**config.mk**
```make
export PLATFORM = sky130hd
export DESIGN_NAME = pipeline_ctrl
export DESIGN_NICKNAME = d
export VERILOG_FILES = /design/src/rtl/cpu_types_pkg.sv /design/src/rtl/hazard_detect.sv /design/src/rtl/pipeline_ctrl.sv
export SDC_FILE = /design/constraint.sdc
export NUM_CORES = 1
export LEC_CHECK = 0
export CORE_AREA = 2 2 39 41
export DETAILED_ROUTE_END_ITERATION = 7
export DIE_AREA = 0 0 41 43
export PLACE_DENSITY = 0.78
export SLEW_MARGIN = 20
export SYNTH_ARGS = -nofsm -noshare
export SYNTH_HDL_FRONTEND = slang
export SYNTH_SLANG_ARGS = --single-unit
```
**constraint.sdc**
```tcl
create_clock -name CLK -period 1.75 [get_ports CLK]
set_input_delay 0.35 -clock CLK [delete_from_list [all_inputs] [get_ports CLK]]
set_output_delay 0.35 -clock CLK [all_outputs]
set_load 0.01 [all_outputs]
```
**src/rtl/cpu_types_pkg.sv**
```systemverilog
// -----------------------------------------------------------------------------
// cpu_types_pkg
// Shared CPU types: register index type and pipeline controller state enum.
// -----------------------------------------------------------------------------
package cpu_types_pkg;

    typedef logic [4:0] regbits_t;

    typedef enum logic [1:0] {
        RUN   = 2'd0,
        DWAIT = 2'd1,
        HALT  = 2'd2
    } pctrl_state_t;

    localparam logic [31:0] STALL_CNT_MAX = 32'hFFFF_FFFF;

endpackage

```
**src/rtl/hazard_detect.sv**
```systemverilog
// -----------------------------------------------------------------------------
// hazard_detect
// Combinational load-use hazard compare between the load in EX and the
// source registers of the instruction in ID.
// Ports:
//   ex_dren    in   load in EX (ID/EX dMemREN)
//   ex_rt      in   load destination register
//   id_rs      in   ID source register rs
//   id_rt      in   ID source register rt
//   lu_hazard  out  load-use hazard present
// -----------------------------------------------------------------------------
module hazard_detect
    import cpu_types_pkg::*;
(
    input  logic     ex_dren,
    input  regbits_t ex_rt,
    input  regbits_t id_rs,
    input  regbits_t id_rt,
    output logic     lu_hazard
);

    // Register 0 is hardwired to zero, so a load into it never creates a hazard.
    assign lu_hazard = ex_dren && (ex_rt != '0) &&
                       ((ex_rt == id_rs) || (ex_rt == id_rt));

endmodule

```
**src/rtl/pipeline_ctrl.sv**
```systemverilog
// -----------------------------------------------------------------------------
// pipeline_ctrl
// Five-stage pipeline stall/flush controller. A small registered state
// (RUN, DWAIT, HALT) plus combinational priority resolution of halt, data
// memory stall, EX redirect, load-use hazard and fetch miss.
//
// Optional feature: define PIPECTRL_PERF_EN to add the stall_cycles port,
// a saturating count of cycles with pc_en=0 outside HALT.
//
// Ports:
//   CLK, nRST                      clock (rising edge), async active-low reset
//   ihit, dhit                     fetch / data access complete this cycle
//   mem_dren, mem_dwen             EX/MEM data read / write request
//   ex_dren, ex_rt                 load in EX and its destination register
//   id_rs, id_rt                   IF/ID source register fields
//   ex_redirect                    taken branch/jump resolved in EX
//   wb_halt                        halt reached writeback
//   pc_en                          PC update enable
//   ifid_en..memwb_en              latch enables
//   ifid_flush..exmem_flush        latch load-bubble
//   halted                         processor halted
//   stall_cycles                   stall cycle count (PIPECTRL_PERF_EN only)
//
// state | meaning
// ------+------------------------------------------------------------
// RUN   | normal operation, full priority resolution each cycle
// DWAIT | waiting on dhit; everything frozen until dhit=1
// HALT  | halted, sticky until reset, all inputs ignored
// -----------------------------------------------------------------------------
module pipeline_ctrl
    import cpu_types_pkg::*;
(
    input  logic       CLK,
    input  logic       nRST,
    input  logic       ihit,
    input  logic       dhit,
    input  logic       mem_dren,
    input  logic       mem_dwen,
    input  logic       ex_dren,
    input  regbits_t   ex_rt,
    input  regbits_t   id_rs,
    input  regbits_t   id_rt,
    input  logic       ex_redirect,
    input  logic       wb_halt,
    output logic       pc_en,
    output logic       ifid_en,
    output logic       idex_en,
    output logic       exmem_en,
    output logic       memwb_en,
    output logic       ifid_flush,
    output logic       idex_flush,
    output logic       exmem_flush,
    output logic       halted
`ifdef PIPECTRL_PERF_EN
    ,
    output logic [31:0] stall_cycles
`endif
);

    pctrl_state_t state, state_next;
    logic         lu_hazard;
    logic         mem_req;
    logic         halt_req;
    logic         use_run;

    hazard_detect u_hazard_detect (
        .ex_dren   (ex_dren),
        .ex_rt     (ex_rt),
        .id_rs     (id_rs),
        .id_rt     (id_rt),
        .lu_hazard (lu_hazard)
    );

    assign mem_req  = mem_dren || mem_dwen;
    // While reset is held the controller reports not-halted even if a halt
    // is sitting in writeback.
    assign halt_req = wb_halt && nRST;
    // DWAIT with dhit=1 resolves exactly like RUN in the same cycle.
    assign use_run  = (state == RUN) || ((state == DWAIT) && dhit);

    always_ff @(posedge CLK or negedge nRST) begin
        if (!nRST) begin
            state <= RUN;
        end else begin
            state <= state_next;
        end
    end

    always_comb begin
        state_next  = state;
        pc_en       = 1'b0;
        ifid_en     = 1'b0;
        idex_en     = 1'b0;
        exmem_en    = 1'b0;
        memwb_en    = 1'b0;
        ifid_flush  = 1'b0;
        idex_flush  = 1'b0;
        exmem_flush = 1'b0;
        halted      = 1'b0;

        if (use_run) begin
            if (halt_req) begin
                halted     = 1'b1;
                state_next = HALT;
            end else if (mem_req && !dhit) begin
                state_next = DWAIT;
            end else begin
                state_next = RUN;
                ifid_en    = 1'b1;
                idex_en    = 1'b1;
                exmem_en   = 1'b1;
                memwb_en   = 1'b1;
                if (ex_redirect) begin
                    // Without ihit the PC holds; the target is kept upstream.
                    pc_en      = ihit;
                    ifid_flush = 1'b1;
                    idex_flush = 1'b1;
                end else if (lu_hazard) begin
                    ifid_en    = 1'b0;
                    idex_flush = 1'b1;
                end else if (!ihit) begin
                    ifid_flush = 1'b1;
                end else begin
                    pc_en = 1'b1;
                end
            end
        end else if (state == HALT) begin
            halted = 1'b1;
        end
    end

`ifdef PIPECTRL_PERF_EN
    logic [31:0] stall_cnt;

    always_ff @(posedge CLK or negedge nRST) begin
        if (!nRST) begin
            stall_cnt <= '0;
        end else if (!pc_en && (state != HALT) && (stall_cnt != STALL_CNT_MAX)) begin
            stall_cnt <= stall_cnt + 32'd1;
        end
    end

    assign stall_cycles = stall_cnt;
`endif

endmodule

```
==> metrics <==
number of nets in the layout 113; Die H 43 µm; Power Internal 189 µW; leak pwr 0.352 nW; later-pin clock latency in the skew report 0.22 ns; Worst-path clk slew 0.03 ns; Crit. End Element output port; std cell rows 14; Hold Slack 0.177 ns; Max clock buf depth 2; Final min period 1.88 ns; violated checks negative setup slack; final-report hold violation count 0; max-slew violation count 0; H-tree depth 1; FMAX 531 MHz; Ys Warns 0; clock power share 0.389; simple-gate portion of the synthesized area 0.196; type of the most critical hold path input pin to async pin; hold buffers post-CTS 0; dpl cells 100; Synth Area in Compound Gates 0.267; biggest regs state x2; Via Count 446; number of global-route vias before repair 385; Remaining DRCs 0; Num CTS Buffers 3; Starting Density 0.231; Synth Register Bits 2; post-route ant nets 0; pin count of the biggest net entering global routing 5; First-pass DRT Iterations 1; R2R depth 4; initial antenna violation count 0; Final setup viols 4; placed cell areas 724 µm²; unrepaired setup endpoints after global routing true; gr ovfl total 0; Cell Count, Final, Fillers Out 103; RD Place Congestion 0.634; Seq pwr share 0.184; Post-DP HPWL 866 µm; mux cell area share after synthesis 0; number of antenna diodes 0; CTS root buf clkbuf_4; maximum VDD drop 0.284 mV; Layout area overhead 135%; EDFF count, synth 0; syn avg cell area 7.42 µm²; final worst path period share 1.08; drt first-iter violations 0; crit path DAT 1.53 ns; Ports 33; core box area 1380 µm²; fill cell count 145; Worst Path Required 1.40 ns; library cells used by synthesis 20; # Max-Cap Violations 0; Die Area 1760 µm²; worst setup margin -0.133 ns; Tot Pwr 253 µW; commonest non-fill, non-tap cells in the layout dlygate4sd2_1, buf_4, xnor2_1; drt wl/cell 9.93 µm; clk_skew 0.000312 ns; crit path kind input pin to output port; FFs w/ async S/R, synth 1.00; Die Wd 41 µm; Setup TNS Final -0.399 ns; worst-path maximum fanout 3; XOR/XNOR Fraction of Synth Area 0.275; power share of the combinational group 0.427; Post-CTS Setup Bufs 0; Post-Syn Area 319 µm²; syn nets 67; Switching Share 0.253; Post-Synth Adder-Cell Area 0; sequential area share after synthesis 0.157; Power Dens Cells 338 nW/µm²; largest family of logic cells by synthesized area XOR/XNOR gates; CP Launch Type input pin; # port buffers 31; most common cell after layout, fill and taps aside dlygate4sd2_1; via/cell ratio 4.33; Mapped Cells 43; status finished, violations left; Biggest register state; flip-flop count of the largest register after layout 2; Most used DFF post-synth dfrtp_1; clock sink count 2; final wirelength 1020 µm; share of layout cells above drive strength 1 0.425; CTS tree yes; post-layout instance area 749 µm²; Switch Pwr 64.0 µW; first-pass GRT wire length 1350 µm; gr usage total 0.110
==> per-layer routing <==
metal | global-route usage | share of wire
met5 | 0 | 0
met4 | 0.0600 | 0
met3 | 0.0105 | 0.096
met2 | 0.231 | 0.61
met1 | 0.0801 | 0.30
==> worst paths after layout <==
check / slack [ns] / to / from
setup / recovery: -0.13 / pc_en / ex_rt[2]
hold / removal: 0.18 / state[0] / nRST
setup reg to reg: 0.81 / state[0] / state[1]
hold reg to reg: 0.58 / state[1] / state[1]
max in group asynchronous: 1.48 / state[1] / nRST
min in group CLK: 0.55 / state[1] / wb_halt
==> per-stage QoR <==
step	setup slack, ns	utilization
floorplan	0.0314	-
global placement	-0.904	0.524
detailed placement	-0.928	0.524
CTS	-0.167	0.529
global route	-0.177	0.542
finish	-0.133	0.542
==> timing repair <==
action / CTS / global route
resized for setup: 60 / 7
setup endpoints to repair: 8 / 6
pin swaps: 17 / 3
endpoints found under the hold margin: 0 / 0
==> kinds of logic after synthesis <==
kind of cell,after synthesis
and+or+nand+nor,12
DFF,2
other,1
buffers and inverters,5
AOI/OAI and AO/OA,13
xor gates and xnor gates,10
==> worst max-delay path: stages <==
cell and delay [ns]:
buf_6 0.09, or4_4 0.53, o21ai_4 0.17, nor2_4 0.07, a211oi_2 0.16, buf_2 0.16
==> Yosys cell counts, types with 2 or more instances <==
cell | number | share of area
xnor2_1 | 10 | 0.27
a21oi_1 | 6 | 0.094
buf_4 | 3 | 0.071
nand2_1 | 3 | 0.035
dfrtp_1 | 2 | 0.16
inv_1 | 2 | 0.024
nand2b_1 | 2 | 0.039
nand3_1 | 2 | 0.031
o21ai_0 | 2 | 0.031
==> power groups by stage <==
stage | Combinational, mW | Sequential, mW | Clock [mW]
global placement | 0.110 | 0.0471 | 0
global route | 0.117 | 0.0466 | 0.105
floorplan | 0.0350 | 0.0471 | 0
detailed placement | 0.112 | 0.0471 | 0
CTS | 0.106 | 0.0466 | 0.105
finish | 0.108 | 0.0466 | 0.0984
==> layout make-up <==
class,instances,area [µm²],share of cell area
timing repair buffer,44,364,0.486
sequential,2,50.0,0.0668
tap,16,20.0,0.0267
inverter,2,7.51,0.0100
multi-input combinational,36,285,0.381
clock buffer,3,22.5,0.0301
No activity file was read; power rests on OpenSTA's default activity.
